<file path="src/rtl/connect_fifo2_if.sv">
// Handshake and data bundle for the connect_fifo2 receive buffer.
// The writer/reader side drives through "master"; the FIFO sits on "slave".
interface connect_fifo2_if #(
    parameter int WIDTH = 1,
    parameter int DEPTH = 2
);
    localparam int CNTW = $clog2(DEPTH) + 1;

    logic             enq__ENA;
    logic             enq__RDY;
    logic [WIDTH-1:0] enq_v1;
    logic [WIDTH-1:0] enq_v2;
    logic             deq__ENA;
    logic             deq__RDY;
    logic [WIDTH-1:0] first_v1;
    logic [WIDTH-1:0] first_v2;
    logic [CNTW-1:0]  count;

    modport slave (
        input  enq__ENA, enq_v1, enq_v2, deq__ENA,
        output enq__RDY, deq__RDY, first_v1, first_v2, count
    );

    modport master (
        output enq__ENA, enq_v1, enq_v2, deq__ENA,
        input  enq__RDY, deq__RDY, first_v1, first_v2, count
    );
endinterface

</file>
<file path="src/rtl/connect_fifo2.sv">
// Registered receiving end of a two-lane connection: a DEPTH-entry FIFO of
// (v1, v2) pairs with ready flags derived only from the registered count.
module connect_fifo2 #(
    parameter int WIDTH = 1,
    parameter int DEPTH = 2
) (
    input logic             CLK,
    input logic             nRST,
    connect_fifo2_if.slave  io
);
    localparam int PTRW = $clog2(DEPTH);
    localparam int CNTW = PTRW + 1;
    localparam logic [CNTW-1:0] FULL_COUNT = CNTW'(DEPTH);

    typedef logic [2*WIDTH-1:0] entry_t;

    entry_t          mem_q [DEPTH];
    entry_t          mem_d [DEPTH];
    logic [PTRW-1:0] rd_ptr_q, rd_ptr_d;
    logic [PTRW-1:0] wr_ptr_q, wr_ptr_d;
    logic [CNTW-1:0] count_q, count_d;
    logic            enq_fire;
    logic            deq_fire;
    entry_t          head;

    // Ready flags depend on registered state only, so no ENA-to-RDY path exists.
    assign io.enq__RDY = (count_q != FULL_COUNT);
    assign io.deq__RDY = (count_q != '0);
    assign io.count    = count_q;

    assign enq_fire = io.enq__ENA && io.enq__RDY;
    assign deq_fire = io.deq__ENA && io.deq__RDY;

    // Stale entries behind the read pointer are masked so an empty FIFO shows zero.
    assign head        = mem_q[rd_ptr_q];
    assign io.first_v1 = io.deq__RDY ? head[2*WIDTH-1:WIDTH] : '0;
    assign io.first_v2 = io.deq__RDY ? head[WIDTH-1:0]       : '0;

    always_comb begin
        mem_d    = mem_q;
        rd_ptr_d = rd_ptr_q;
        wr_ptr_d = wr_ptr_q;
        count_d  = count_q;

        if (enq_fire) begin
            mem_d[wr_ptr_q] = {io.enq_v1, io.enq_v2};
            wr_ptr_d        = wr_ptr_q + PTRW'(1);
        end

        if (deq_fire) begin
            rd_ptr_d = rd_ptr_q + PTRW'(1);
        end

        case ({enq_fire, deq_fire})
            2'b10:   count_d = count_q + CNTW'(1);
            2'b01:   count_d = count_q - CNTW'(1);
            default: count_d = count_q;
        endcase
    end

    always_ff @(posedge CLK or negedge nRST) begin
        if (!nRST) begin
            for (int i = 0; i < DEPTH; i++) begin
                mem_q[i] <= '0;
            end
            rd_ptr_q <= '0;
            wr_ptr_q <= '0;
            count_q  <= '0;
        end else begin
            mem_q    <= mem_d;
            rd_ptr_q <= rd_ptr_d;
            wr_ptr_q <= wr_ptr_d;
            count_q  <= count_d;
        end
    end
endmodule
</file>
<file path="src/flat_wrapper.sv">
// flat-port wrapper written by rule: the top's interface ports become plain ports
module connect_fifo2_flat 
#(
    parameter int WIDTH = 1,
    parameter int DEPTH = 2
)
  (CLK, nRST, io_enq__ENA, io_enq_v1, io_enq_v2, io_deq__ENA, io_enq__RDY, io_deq__RDY, io_first_v1, io_first_v2, io_count);
  connect_fifo2_if #(.WIDTH(WIDTH), .DEPTH(DEPTH)) io_i ();
  input logic CLK;
  input logic nRST;
  input wire logic [$bits(io_i.enq__ENA)-1:0] io_enq__ENA;
  input wire logic [$bits(io_i.enq_v1)-1:0] io_enq_v1;
  input wire logic [$bits(io_i.enq_v2)-1:0] io_enq_v2;
  input wire logic [$bits(io_i.deq__ENA)-1:0] io_deq__ENA;
  output wire logic [$bits(io_i.enq__RDY)-1:0] io_enq__RDY;
  output wire logic [$bits(io_i.deq__RDY)-1:0] io_deq__RDY;
  output wire logic [$bits(io_i.first_v1)-1:0] io_first_v1;
  output wire logic [$bits(io_i.first_v2)-1:0] io_first_v2;
  output wire logic [$bits(io_i.count)-1:0] io_count;
  assign io_i.enq__ENA = io_enq__ENA;
  assign io_i.enq_v1 = io_enq_v1;
  assign io_i.enq_v2 = io_enq_v2;
  assign io_i.deq__ENA = io_deq__ENA;
  assign io_enq__RDY = io_i.enq__RDY;
  assign io_deq__RDY = io_i.deq__RDY;
  assign io_first_v1 = io_i.first_v1;
  assign io_first_v2 = io_i.first_v2;
  assign io_count = io_i.count;
  connect_fifo2 #(.WIDTH(WIDTH), .DEPTH(DEPTH)) u_core (.CLK(CLK), .nRST(nRST), .io(io_i));
endmodule
</file>
<file path="config.mk">
export PLATFORM = sky130hd
export DESIGN_NAME = connect_fifo2_flat
export DESIGN_NICKNAME = d
export VERILOG_FILES = /design/src/rtl/connect_fifo2_if.sv /design/src/rtl/connect_fifo2.sv /design/src/flat_wrapper.sv
export SDC_FILE = /design/constraint.sdc
export NUM_CORES = 1
export LEC_CHECK = 0
export ABC_AREA = 1
export BUFFER_PORTS_ARGS = -buffer_cell sky130_fd_sc_hd__buf_2
export CORE_AREA = 2 2 39 41
export CTS_CLUSTER_DIAMETER = 80
export CTS_CLUSTER_SIZE = 20
export DETAILED_ROUTE_END_ITERATION = 7
export DIE_AREA = 0 0 41 43
export PLACE_DENSITY = 0.5
export SYNTH_ARGS = -nofsm -noshare
export SYNTH_HDL_FRONTEND = slang
export SYNTH_SLANG_ARGS = --single-unit
</file>
<file path="constraint.sdc">
create_clock -name CLK -period 1.9 [get_ports CLK]
set_clock_uncertainty 0.1 [all_clocks]
set_input_delay 0.38 -clock CLK [delete_from_list [all_inputs] [get_ports CLK]]
set_output_delay 0.38 -clock CLK [all_outputs]
set_load 0.02 [all_outputs]
</file>
* Word level (Yosys, flattened, before mapping)
Cells that the tools add are included.
W data, S select, Z words.
** Cells by class
- Add/subtract/negate cells :: 4
- $lt $le $gt $ge :: 3
- Eq/ne operators :: 3
- Multiplexer cells :: 9
- Bitwise logic cells :: 2
- Reductions and logical operators :: 5
** Operators with widths (count)
- $mux W2 :: 4
- $bwmux W4 :: 1
- $ge A2 B2 Y1 const B :: 2
- $not A1 Y2 :: 2
- $pmux W2 S2 :: 1
- $reduce_bool A2 Y1 :: 2
- $logic_and A1 B1 Y1 :: 3
- $add A1 B1 Y1 const B :: 2
- $add A2 B1 Y2 const B :: 1
- $demux W2 S1 :: 1
- $eq A2 B1 Y1 const B :: 1
- $eq A2 B2 Y1 const B :: 1
- $lt A2 B1 Y1 const B :: 1
- $mux W1 :: 2
- $ne A2 B2 Y1 const B :: 1
- $sub A2 B1 Y2 const B :: 1
** Word-level totals
- Flip-flop bits (word level) :: 8
- Bits of input ports :: 6
- Logic and storage cells :: 31

* Longest topological paths before layout
- Depth in word-level cells :: 6
- Mapped depth :: 9
- Gate-level depth less buffers :: 9

* Worst setup path before layout
No wires, ideal clock.
- Path type :: register -> register
- Start :: register u_core.count_q[0], in the netlist u_core.io.count[0]
- End :: register u_core.count_q[1], in the netlist u_core.io.count[1]
- Setup time :: 0.118 ns
- Arrival time :: 1.335 ns
- Data required time :: 1.682 ns
- Setup slack :: 0.347 ns
- Stages on the path, launching flop included :: 9
- Path buffers :: 0
- Clock period less this slack :: 1.553 ns
- Cell sequence :: dfrtp_1 > inv_2 > nand2_4 > nand2_2 > ha_1 > inv_1 > nand3_1 > nand2_1 > nand2_1
** Between the ends
- Cells in the longest elaborated chain, start to end :: 4
** Ends and longest elaborated chain
- start: declaration :: RTL line connect_fifo2.sv:21 : logic [CNTW-1:0] count_q, count_d;
- start signal: assignment :: RTL line connect_fifo2.sv:73 : count_q <= count_d;
- $ne A2 B2 Y1 (*) :: RTL line connect_fifo2.sv:27 : assign io.enq__RDY = (count_q != FULL_COUNT);
- net io_enq__RDY :: RTL line flat_wrapper.sv:15 : output wire logic [$bits(io_i.enq__RDY)-1:0] io_enq__RDY;
- $logic_and A1 B1 Y1 (*) :: RTL line connect_fifo2.sv:31 : assign enq_fire = io.enq__ENA && io.enq__RDY;
- $eq A2 B1 Y1 / $eq A2 B2 Y1 (equally long branches) :: RTL line connect_fifo2.sv:54 : case ({enq_fire, deq_fire})
- $pmux W2 S2 / $reduce_bool A2 Y1 (equally long branches)
Mark *: on every way through the listed nets, which the timed path passes. The rest lies on a longest branch.
A chain may end at the register's enable or synchronous reset.

* Final worst setup path
- Start :: register u_core.count_q[0], in the netlist u_core.io.count[0]
- End :: output io_first_v1
** Between the ends
- Cells in the longest elaborated chain, start to end :: 2
** Ends and longest elaborated chain
- $reduce_bool A2 Y1 :: RTL line connect_fifo2.sv:28 : assign io.deq__RDY = (count_q != '0);
- $mux W1 :: RTL line connect_fifo2.sv:36 : assign io.first_v1 = io.deq__RDY ? head[2*WIDTH-1:WIDTH] : '0;
- end: declaration :: RTL line flat_wrapper.sv:17 : output wire logic [$bits(io_i.first_v1)-1:0] io_first_v1;
No other way between the ends.

==> flow_summary.toml <==
[status]
status = "finished, final reports clean"

[critical_path]
crit_family = "flip-flops"
r2r_slack_ns = 0.39
cp_data_arrival_time_ns = 1.14
slowest_stage = "dfrtp_1"
max_stage_delay_ns = 0.44
worstRegToRegCells = 7
worstPathCellList = "nor2_2 > a21oi_1 > buf_2"
crit_buf_inv = 1
rr_endpoint = "u_core.io.count[1]"
worstPathRequired_ns = 1.42
r2r_start = "u_core.io.count[0]"
critical_path_class = "register to output port"
path_depth = 3
endpoint_kind = "output port"
crit_path_start_kind = "register"
path_max_fanout = 5

[grt]
grt_pass1_vias = 303
grt_max_degree = 9
antenna_found_initial = 0
grt_util_met3 = 0.0314
gr-usage-all-layers = 0.113
grt_pass1_wl_um = 1300
grt_util_met1 = 0.170
grt.met2_usage = 0.131
top_usage_layer = "met1"
overflow = 0

[synthesis]
synth-simple-area-share = 0.388
ys_seq_elements = 8
synthMuxAreaShare = 0
avgSynthCellArea_um2 = 8.22
ys_warn_count = 0
yosysSeqAreaShare = 0.460
synth_adder_area_share = 0.0287
ys_types = 15
syn_nets = 60
synth_area_um2 = 435
syn_inst = 53
synth_top_family_by_area = "simple AND/OR/NAND/NOR gates"
yosys.area_share.xor_xnor = 0.0201
synth_compound_area_frac = 0.0345

[finish]
layout-drive-gt1-share = 0.309
layout_common_cells = "nand2_1, buf_2, dfrtp_1"
nets = 77
multi_input_area_um2 = 205
utilization = 0.392
antenna_cells = 0
fillerInstances = 150
area_delta_synth_final_pct = 24.7
layout_commonest_cell = "nand2_1"
register_area_um2 = 200
postLayoutCellArea_um2 = 543

[clock_tree]
root_buffer = "clkbuf_4"
tritoncts = "yes"
cts_max_level = 1
cts_buffers = 3
cts.clk_slew.worst_paths_ns = 0.06
cts.sinks = 8
worstSkewPairLatency_ns = 0.25
cts_buffer_depth = 2

[drt]
drtAntennaViolNets = 0
drc_errors = 0
via_count = 376
totalWireLength_um = 796
wl_per_cell_um = 9.48
drtPass1Iterations = 4
vias_per_cell = 4.48
drt_iter0_drc = 7

[placement]
dp_hpwl_um = 612
gp_congestion = 0.704
io_buffer_count = 11
dpl_cell_area_um2 = 510
place_ws_ns = 0.373

[floorplan]
die-area_um2 = 1760
rows = 14
core_um2 = 1380
die_x_um = 41
initial_core_util = 0.315
num_io_pins = 12
fp.dieH_um = 43

[timing]
worst_pin_slew_ns = 0.219
timing.setup.tns_ns = 0
period_share = 0.852
layout_setup_ws_ns = 0.282
hold_violations = 0
fin_crit_ns = 1.62
fmax_mhz = 618
maxSlewHeadroom = 0.854
finalSetupViolCount = 0
rsz0062_at_grt = "false"
slew_viol_final = 0

[power_and_ir_drop]
power_mw = 0.956
irDropWorstVdd_v = 0.000564
seqPwrFrac = 0.360
intPower_mw = 0.507
p_sw_frac = 0.470
p_comb_frac = 0.508
power_leakage_nw = 0.297
power.density_nw_per_um2 = 1760
power.switching_mw = 0.450
p_clk_frac = 0.133

[worst_hold_path]
min_from = "io_enq_v1"
hold_class = "input pin to register"
min_to = "u_core.mem_q[1]"
hold_depth = 3

[flow_run]
max_cap_viol_count = 0
==> final cells by class <==
| class | instances | share of cell area |
|---|---|---|
| multi-input combinational | 37 | 0.378 |
| sequential | 8 | 0.369 |
| timing repair buffer | 12 | 0.120 |
| inverter | 8 | 0.0553 |
| clock buffer | 3 | 0.0415 |
| tap | 16 | 0.0369 |
==> worst max-delay path by stage <==
| stage | start | end | slack, ns |
|---|---|---|---|
| after floorplan | u_core.io.count[0] | u_core.io.count[1] | 0.35 |
| after global placement | u_core.io.count[0] | u_core.io.count[1] | 0.39 |
| after detailed placement | u_core.io.count[0] | u_core.io.count[1] | 0.37 |
| after CTS | u_core.io.count[0] | io_first_v2 | 0.26 |
| after global routing | u_core.io.count[0] | io_deq__RDY | 0.19 |
| final | u_core.io.count[0] | io_first_v1 | 0.28 |
==> tightest hold or removal path: stages <==
cell     delay (ns)
buf_2          0.09
nand4_1        0.08
nand2_1        0.07
==> cells in the mapped netlist <==
master,number,share of area
a21oi_1,2,0.023
dfrtp_1,8,0.46
ha_1,1,0.029
inv_1,7,0.060
inv_2,1,0.0086
nand2_1,20,0.17
nand2_2,1,0.014
nand2_4,1,0.026
nand3_1,1,0.011
nand3_2,1,0.023
nand3_4,1,0.040
nand4_1,5,0.072
nor2_2,2,0.029
o21ai_1,1,0.011
xnor2_1,1,0.020
==> layer usage <==
layer	vias up	wire length [um]	share of wire
met1	162	410	0.52
met5	-	0	0
met4	0	13	0.016
met3	2	40	0.050
li1	202	-	-
met2	10	332	0.42
==> cell families after synthesis <==
kind of cell,Yosys count
buffers and inverters,8
DFF,8
xor gates and xnor gates,1
adders and majority gates,1
and+or+nand+nor,32
AOI/OAI and AO/OA,3
==> through the flow <==
stage	instances	hold WS, ns
floorplan	53	-0.0156
global placement	80	0.136
detailed placement	80	0.138
CTS	84	0.305
global route	84	0.313
finish	84	0.307
==> repair_timing <==
item / 4_1_cts / 5_1_grt
setup endpoints to repair: 0 / 0
setup buffers: 0 / 0
endpoints found under the hold margin: 8 / 0
hold buffers: 1 / 0
resized for setup: 0 / 0
==> state kept, by name, indices dropped and copies added, names as in the netlist <==
register,flops
u_core.mem_q,4
u_core.io.count,2
u_core.rd_ptr_q,1
u_core.wr_ptr_q,1
==> power by group through the flow <==
stage | Combinational [mW] | Clock, mW | Sequential, mW
final | 0.486 | 0.127 | 0.344
after global routing | 0.547 | 0.150 | 0.357
after CTS | 0.494 | 0.133 | 0.344
after detailed placement | 0.490 | 0 | 0.346
after global placement | 0.490 | 0 | 0.349
after floorplan | 0.346 | 0 | 0.357
(Power assumes the default switching activity.)
